==> config.mk <==
export PLATFORM = sky130hd
export DESIGN_NAME = shot_trigger_ctrl
export DESIGN_NICKNAME = d
export VERILOG_FILES = /design/src/rtl/shot_trigger_ctrl.sv
export SDC_FILE = /design/constraint.sdc
export NUM_CORES = 1
export LEC_CHECK = 0
export ABC_AREA = 1
export BUFFER_PORTS_ARGS = -buffer_cell sky130_fd_sc_hd__buf_2
export CAP_MARGIN = 10
export CORE_ASPECT_RATIO = 1.1
export CORE_MARGIN = 8
export CORE_UTILIZATION = 35
export CTS_BUF_LIST = sky130_fd_sc_hd__clkbuf_8
export DETAILED_ROUTE_END_ITERATION = 10
export HOLD_SLACK_MARGIN = 0.08
export PLACE_DENSITY = 0.52
export SLEW_MARGIN = 5
export SYNTH_ARGS = -nofsm -noshare
export SYNTH_HDL_FRONTEND = slang
export SYNTH_SLANG_ARGS = --single-unit
==> constraint.sdc <==
create_clock -name clk -period 1.95 [get_ports clk]
set_input_delay 0.195 -clock clk [delete_from_list [all_inputs] [get_ports clk]]
set_output_delay 0.195 -clock clk [all_outputs]
set_load 0.005 [all_outputs]
==> src/rtl/shot_trigger_ctrl.sv <==
// Shot trigger controller: edge-detected fire/reload keys, per-frame cooldown
// and reload timing, magazine bookkeeping and one-clk launch pulse.
module shot_trigger_ctrl #(
  parameter int unsigned MAX_AMMO        = 8,
  parameter int unsigned COOLDOWN_FRAMES = 6,
  parameter int unsigned RELOAD_FRAMES   = 45
) (
  input  logic       clk,
  input  logic       resetN,
  input  logic       startOfFrame,
  input  logic       fireKey,
  input  logic       reloadKey,
  input  logic [2:0] dirIn,
  input  logic       shotFree,
  input  logic       pause,
  output logic       triggerShot,
  output logic [2:0] shotDirection,
  output logic [3:0] ammoCount,
  output logic       reloading,
  output logic [7:0] shotsFired
);

  localparam int unsigned CNT_MAX = (COOLDOWN_FRAMES > RELOAD_FRAMES) ? COOLDOWN_FRAMES
                                                                      : RELOAD_FRAMES;
  localparam int unsigned CW      = $clog2(CNT_MAX + 1);

  typedef enum logic [1:0] {
    IDLE     = 2'd0,
    COOLDOWN = 2'd1,
    RELOAD   = 2'd2
  } state_t;

  state_t          state, state_d;
  logic [CW-1:0]   frame_cnt, cnt_d;
  logic            fire_q, reload_q;
  logic            trig_d;
  logic [2:0]      dir_d;
  logic [3:0]      ammo_d;
  logic [7:0]      fired_d;
  logic            fire_rise, reload_rise, frame_tick, cnt_last;

  assign fire_rise   = fireKey & ~fire_q;
  assign reload_rise = reloadKey & ~reload_q;
  assign frame_tick  = startOfFrame & ~pause;
  assign cnt_last    = frame_tick && (frame_cnt == CW'(1));
  assign reloading   = (state == RELOAD);

  // State register
  always_ff @(posedge clk or negedge resetN) begin
    if (!resetN) state <= IDLE;
    else         state <= state_d;
  end

  // Datapath and key history registers
  always_ff @(posedge clk or negedge resetN) begin
    if (!resetN) begin
      fire_q        <= 1'b0;
      reload_q      <= 1'b0;
      frame_cnt     <= '0;
      triggerShot   <= 1'b0;
      shotDirection <= 3'd0;
      ammoCount     <= 4'(MAX_AMMO);
      shotsFired    <= 8'd0;
    end else begin
      fire_q        <= fireKey;
      reload_q      <= reloadKey;
      frame_cnt     <= cnt_d;
      triggerShot   <= trig_d;
      shotDirection <= dir_d;
      ammoCount     <= ammo_d;
      shotsFired    <= fired_d;
    end
  end

  // Next-state and next-output logic; everything holds while paused
  always_comb begin
    state_d = state;
    cnt_d   = frame_cnt;
    trig_d  = 1'b0;
    dir_d   = shotDirection;
    ammo_d  = ammoCount;
    fired_d = shotsFired;
    if (!pause) begin
      if (frame_tick && (frame_cnt != '0)) cnt_d = frame_cnt - CW'(1);
      case (state)
        IDLE: begin
          // A fire rise claims the cycle: a simultaneous reload rise is dropped
          // even when the launch itself is refused.
          if (fire_rise) begin
            if ((ammoCount != 4'd0) && shotFree) begin
              trig_d  = 1'b1;
              dir_d   = dirIn;
              ammo_d  = ammoCount - 4'd1;
              fired_d = shotsFired + 8'd1;
              cnt_d   = CW'(COOLDOWN_FRAMES);
              state_d = COOLDOWN;
            end
          end else if (reload_rise && (ammoCount < 4'(MAX_AMMO))) begin
            cnt_d   = CW'(RELOAD_FRAMES);
            state_d = RELOAD;
          end
        end
        COOLDOWN: begin
          if (cnt_last) begin
            if (ammoCount != 4'd0) begin
              state_d = IDLE;
            end else begin
              cnt_d   = CW'(RELOAD_FRAMES);
              state_d = RELOAD;
            end
          end
        end
        RELOAD: begin
          if (cnt_last) begin
            ammo_d  = 4'(MAX_AMMO);
            state_d = IDLE;
          end
        end
        default: state_d = IDLE;
      endcase
    end
  end

endmodule

==> run_results.csv, run 1 <==
group,metric,value,unit
outcome,status,"finished clean",
drt,wl_per_cell,12.2,um
clock_tree,ctsHoldBuffers,3,
clock_tree,cts_made_buffers,3,
synth,synth.avg_cell_area,7.97,um2
worst_setup_path,path_cells,"dlygate4sd3_1, buf_2, inv_1, nor2_2, nor2_1, o21ai_1, nand2_1, nor2_1, o21ai_0, o21ai_0",
finish,fin_nets,237,
timing,tightestPinTransition,0.585,ns
clock_tree,numClockSinks,26,
worst_setup_path,cp_max_fo,6,
timing,worst_slack,0.192,ns
timing,slew_viol_final,0,
timing,rsz0062_at_grt,"no",
synth,syn_area,0.00149,mm2
clock_tree,htree_num_levels,1,
worst_setup_path,worst-path-buf-inv,3,
worst_setup_path,worst-path-stages,10,
global_routing,grt_pass1_vias,1355,
synth,ys_warn_count,0,
synth,synthFlopType,"dfrtp_1",
global_routing,grt-ovfl-total,0,
synth,synth_compound_area_share,9.07,%
worst_setup_path,worst_path_max_delay_cell,"dlygate4sd3_1",
floorplanning,fp.coreArea,0.00419,mm2
timing,setup_tns,0,ns
floorplanning,row_count,25,
drt,drt_first_pass_iters,4,
synth,synth_top_family_by_area,"simple AND/OR/NAND/NOR gates",
global_routing,grt.busiest_layer,"met2",
hold_path,hp-class,"in2reg",
drt,drt_iter0_drc,45,
worst_setup_path,start_kind,"primary input",
timing,finalCriticalPeriod,1.76,ns
timing,finalHoldViolCount,0,
synth,yosysUniqueCellTypes,30,
synth,synthAdderAreaFrac,3.36,%
floorplanning,die_area,0.00660,mm2
synth,syn_inst,187,
timing,relSlewSlack,61.0,%
worst_setup_path,r2r-start,"ammoCount[0]",
clock_tree,cts_setup_buffers,0,
placement,dp_worst_setup_slack,0.193,ns
finish,final_cell_mix,"nand2_1 (47), buf_2 (26), dfrtp_1 (25)",
worst_setup_path,rr_endpoint,"shotsFired[3]",
finish,drive_gt1_share,23.9,%
worst_setup_path,path_class,"in2reg",
synth,netlist.area_leader.share,42.0,%
floorplanning,initial_core_util,35.6,%
drt,ant_nets,0,
clock_tree,cts-resized-gates,0,
worst_setup_path,cp.required,2.14,ns
drt,drc,0,
global_routing,grt_pass1_wl,6.01,mm
global_routing,grt_util_met2,18.7,%
synth,ys_ff_latch,26,
global_routing,grt_usage,10.9,%
worst_setup_path,critPathMaxStageDelay,0.53,ns
timing,setup_violations,0,
synth,yosys-top-cells-area,"dfrtp_1 (42%), nand2_1 (12%), inv_1 (5.5%)",
finish,area_delta_synth_final,19.3,%
drt,routed_wl,3.37,mm
hold_path,worst_hold_path.endpoint,"shotDirection[0]",
clock_tree,path_clk_slew,0.09,ns
floorplanning,io_pins,27,
synth,synthArstFlopShare,100,%
finish,mostFrequentLayoutCell,"nand2_1",
drt,vias_per_cell,4.68,
hold_path,hold_path_depth,3,
drt,dr_total_vias,1292,
placement,dp_hpwl,2.63,mm
timing,skew,0.00507,ns
synth,synthXorXnorAreaFrac,6.47,%
clock_tree,clock_path_buffers,2,
clock_tree,clk_latency,0.27,ns
global_routing,use_met3,2.03,%
worst_setup_path,crit_family,"buffers and inverters",
worst_setup_path,crit_arrival,1.94,ns
power_and_ir_drop,peakVddDrop,0.567,mV
timing,min_period_over_period,90.1,%
power_and_ir_drop,p_leak,0.000916,uW
finish,fillers,465,
synth,yosysSeqAreaShare,43.7,%
global_routing,grt_use_met1,13.0,%
finish,n_antenna_cell,0,
synth,synth_largest_area_cell,"dfrtp_1",
synth,synth_fp_nets,201,
placement,port_buffers,26,
synth,synthMuxAreaShare,0,%
synth,synth_edf_count,0,
clock_tree,cts_root_buffer,"clkbuf_8",
floorplanning,dieWidth,78.2,um
worst_setup_path,rr_worst_depth,10,
worst_setup_path,crit_path_end_kind,"flip-flop",
global_routing,grt_max_degree,27,
placement,globalplace.congestion,0.861,
worst_setup_path,reg2reg_setup_slack,0.22,ns
timing,clock.fmax,569,MHz
clock_tree,cts_tree,"yes",
synth,synthSimpleGateAreaFrac,30.6,%
power_and_ir_drop,powerDensity,1260,mW/mm2
job,cap_viol_max_count,0,
global_routing,antenna_found_initial,0,
floorplanning,die_y,84.4,um
hold_path,min_from,"dirIn[0]",
metrics by stage:
stage	util (%)	instances	hold WS (ns)	area, um2	power (uW)
2_1_floorplan	-	187	-0.101	1490	1600
4_1_cts	42.4	276	0.113	1780	2280
6_report	42.4	276	0.120	1780	2250
5_1_grt	42.4	276	0.136	1780	2480
3_5_place_dp	40.6	269	0.238	1700	1960
3_3_place_gp	40.6	269	0.236	1700	1960
tightest hold or removal path, delay by kind of cell:
| kind | cells | cell delay, ns |
|---|---|---|
| buf+inv | 1 | 0.07 |
| simple gates | 2 | 0.09 |
power by group:
group          internal, uW  leakage, uW  total, uW  switching [uW]
combinational           425     0.000563       1040             614
clock                   141    0.0000269        310             169
sequential              727     0.000326        900             173
total                  1290     0.000916       2250             956
synthesized netlist by cell type, drive strengths merged (2+ instances only):
| library cell | number |
|---|---|
| nand2 | 49 |
| dfrtp | 25 |
| inv | 25 |
| nor2 | 23 |
| nand3 | 14 |
| o21ai | 14 |
| xor2 | 8 |
| a21oi | 5 |
| nor3 | 5 |
| ha | 4 |
| xnor2 | 3 |
| nand4 | 2 |
layout make-up:
| class | count | area [um2] | area share (%) |
|---|---|---|---|
| clock buffer | 3 | 41.3 | 2.32 |
| clock inverter | 1 | 3.75 | 0.211 |
| inverter | 25 | 93.8 | 5.28 |
| multi-input combinational | 135 | 737 | 41.4 |
| sequential | 26 | 652 | 36.7 |
| tap | 54 | 67.6 | 3.80 |
| timing repair buffer | 32 | 183 | 10.3 |
logic make-up after synthesis:
logic type,after synthesis
AO/OA/AOI/OAI,24
XOR/XNOR,11
adder cells (fa/ha/maj),4
buffers and inverters,26
flip-flops,26
AND/OR/NAND/NOR,96
sequential cells by signal, summed over array words and instances, names as in the netlist:
register and count:
triggerShot 1, frame_cnt 6, state 2, ammoCount 4, shotsFired 8, reload_q 1
shotDirection 3, fire_q 1
how the worst max path moves through the flow:
stage                     slack [ns]    startpoint            end
after detailed placement        0.19  ammoCount[0]  shotsFired[3]
after global placement          0.27  ammoCount[0]  shotsFired[3]
after CTS                       0.19  ammoCount[0]  shotsFired[3]
after floorplan                 0.44  ammoCount[0]  shotsFired[3]
after global routing            0.02       fireKey       state[1]
final                           0.19       fireKey       state[1]
layer usage:
layer	routed length [um]	up-vias	part of all wire, %
met5	0	-	0
met4	36	0	1.1
met3	98	4	2.9
met2	1660	16	49
met1	1580	601	47
li1	-	671	-
Note: power is estimated with default switching activity, not from simulation.
==> run 2: changes to the inputs <==
Settings changed: CTS_BUF_LIST sky130_fd_sc_hd__clkbuf_8 to sky130_fd_sc_hd__clkbuf_4.
==> run 2 against run 1 <==
Effect of this change: register-to-register slack lost 0.02 ns; final cell count grew 1.1%; sequential share of layout area shrank 0.31 points; final area grew 0.84%; combinational power is essentially flat; clock skew shrank 0.0033 ns; flip-flop and latch count is the same; global-route usage is essentially flat; core utilization grew 0.36 points; wire length shrank 0.59%; worst setup slack gained 0.011 ns; largest cell class unchanged.
==> run_results.csv, run 2 (synthesis results as in run 1) <==
group,metric,value,unit
clock_tree,cts_tree,"yes",
global_routing,grt-ovfl-total,0,
global_routing,grt_pass1_wl,6.06,mm
timing,min_period_over_period,89.6,%
floorplanning,die_area,0.00660,mm2
finish,final_cell_mix,"nand2_1 (47), buf_2 (26), dfrtp_1 (25)",
finish,drive_gt1_share,24.0,%
worst_setup_path,cp_max_fo,8,
floorplanning,io_pins,27,
floorplanning,die_y,84.4,um
drt,drc,0,
job,cap_viol_max_count,0,
timing,setup_tns,0,ns
clock_tree,numClockSinks,26,
worst_setup_path,path_class,"reg2reg",
timing,slew_viol_final,0,
power_and_ir_drop,p_leak,0.000920,uW
worst_setup_path,crit_path_end_kind,"flip-flop",
finish,fin_nets,240,
placement,dp_hpwl,2.63,mm
timing,skew,0.00176,ns
drt,routed_wl,3.35,mm
drt,vias_per_cell,4.68,
timing,finalCriticalPeriod,1.75,ns
hold_path,hp-class,"in2reg",
timing,rsz0062_at_grt,"no",
power_and_ir_drop,clkPwrFrac,11.5,%
drt,dr_total_vias,1306,
floorplanning,row_count,25,
floorplanning,initial_core_util,35.6,%
drt,drt_first_pass_iters,4,
global_routing,grt_usage,10.9,%
drt,wl_per_cell,12.0,um
worst_setup_path,crit_arrival,2.00,ns
floorplanning,dieWidth,78.2,um
clock_tree,cts_made_buffers,3,
placement,port_buffers,26,
worst_setup_path,start_kind,"flip-flop",
clock_tree,cts_setup_buffers,0,
timing,clock.fmax,573,MHz
clock_tree,clock_path_buffers,2,
timing,tightestPinTransition,0.583,ns
clock_tree,ctsHoldBuffers,6,
power_and_ir_drop,switching_power,943,uW
worst_setup_path,cp.required,2.20,ns
finish,area_delta_synth_final,20.3,%
power_and_ir_drop,powerDensity,1220,mW/mm2
finish,largest_reg_flops,8,
placement,globalplace.congestion,0.861,
outcome,status,"finished clean",
drt,drt_iter0_drc,68,
finish,mostFrequentLayoutCell,"nand2_1",
timing,setup_violations,0,
power_and_ir_drop,seq_power_share,40.9,%
drt,ant_nets,0,
power_and_ir_drop,intPower,1250,uW
power_and_ir_drop,pwr-share-comb,47.6,%
clock_tree,htree_num_levels,1,
clock_tree,cts_root_buffer,"clkbuf_4",
global_routing,antenna_found_initial,0,
power_and_ir_drop,total_power,2190,uW
clock_tree,clk_latency,0.31,ns
global_routing,grt_pass1_vias,1371,
power_and_ir_drop,swShare,43.0,%
timing,finalHoldViolCount,0,
global_routing,grt_max_degree,27,
floorplanning,fp.coreArea,0.00419,mm2
timing,relSlewSlack,61.1,%
finish,top_register,"shotsFired",
finish,n_antenna_cell,0,
finish,largest_registers,"shotsFired (8), frame_cnt (6), ammoCount (4)",
power_and_ir_drop,peakVddDrop,0.640,mV
clock_tree,path_clk_slew,0.14,ns
clock_tree,cts-resized-gates,0,
-- run 2: worst paths after layout --
path	start	to	slack, ns	cells after the start
max	ammoCount[0]	shotsFired[3]	0.20	10
min	pause	frame_cnt[0]	0.20	2
max reg2reg	ammoCount[0]	shotsFired[3]	0.20	10
min reg2reg	shotDirection[1]	shotDirection[1]	0.49	2
max in group asynchronous	resetN	frame_cnt[4]	1.18	2
min in group asynchronous	resetN	ammoCount[1]	0.39	2
-- run 2: through the flow --
stage / util, % / cell area (um2) / std cells / setup slack, ns / hold slack [ns]
2_1_floorplan: - / 1490 / 187 / 0.444 / -0.101
3_3_place_gp: 40.6 / 1700 / 269 / 0.267 / 0.236
3_5_place_dp: 40.6 / 1700 / 269 / 0.193 / 0.238
4_1_cts: 42.8 / 1790 / 279 / 0.184 / 0.198
5_1_grt: 42.8 / 1790 / 279 / 0.0177 / 0.194
6_report: 42.8 / 1790 / 279 / 0.203 / 0.204
-- run 2: power by group through the flow --
stage,Clock [uW],Combinational [uW],Sequential (uW)
floorplan,0,704,898
global placement,0,1050,914
detailed placement,0,1050,910
CTS,265,1060,900
global route,286,1210,927
finish,251,1040,897
-- run 2: routing by layer --
metal / track usage, % / share of wire, %
met1: 13.3 / 48
met3: 2.03 / 3.3
met4: 3.54 / 1.1
met2: 18.7 / 48
met5: 0 / 0
-- run 2: final cells by class --
cell class | count | area [um2]
flip-flops and latches | 26 | 652
clock buffers | 4 | 30.0
well taps | 54 | 67.6
inverters | 25 | 93.8
repair buffers | 35 | 213
multi-input cells | 135 | 737
fillers | 463 | 2400
-- run 2: critical path, stage by stage (launching register included) --
cell and delay [ns]:
dfrtp_1 0.39, inv_1 0.08, ha_1 0.21, nand2_2 0.09, nor2_2 0.06, nor2_4 0.13
nand3_2 0.12, nor2_4 0.20, inv_2 0.12, nor3_2 0.14, xor2_1 0.15
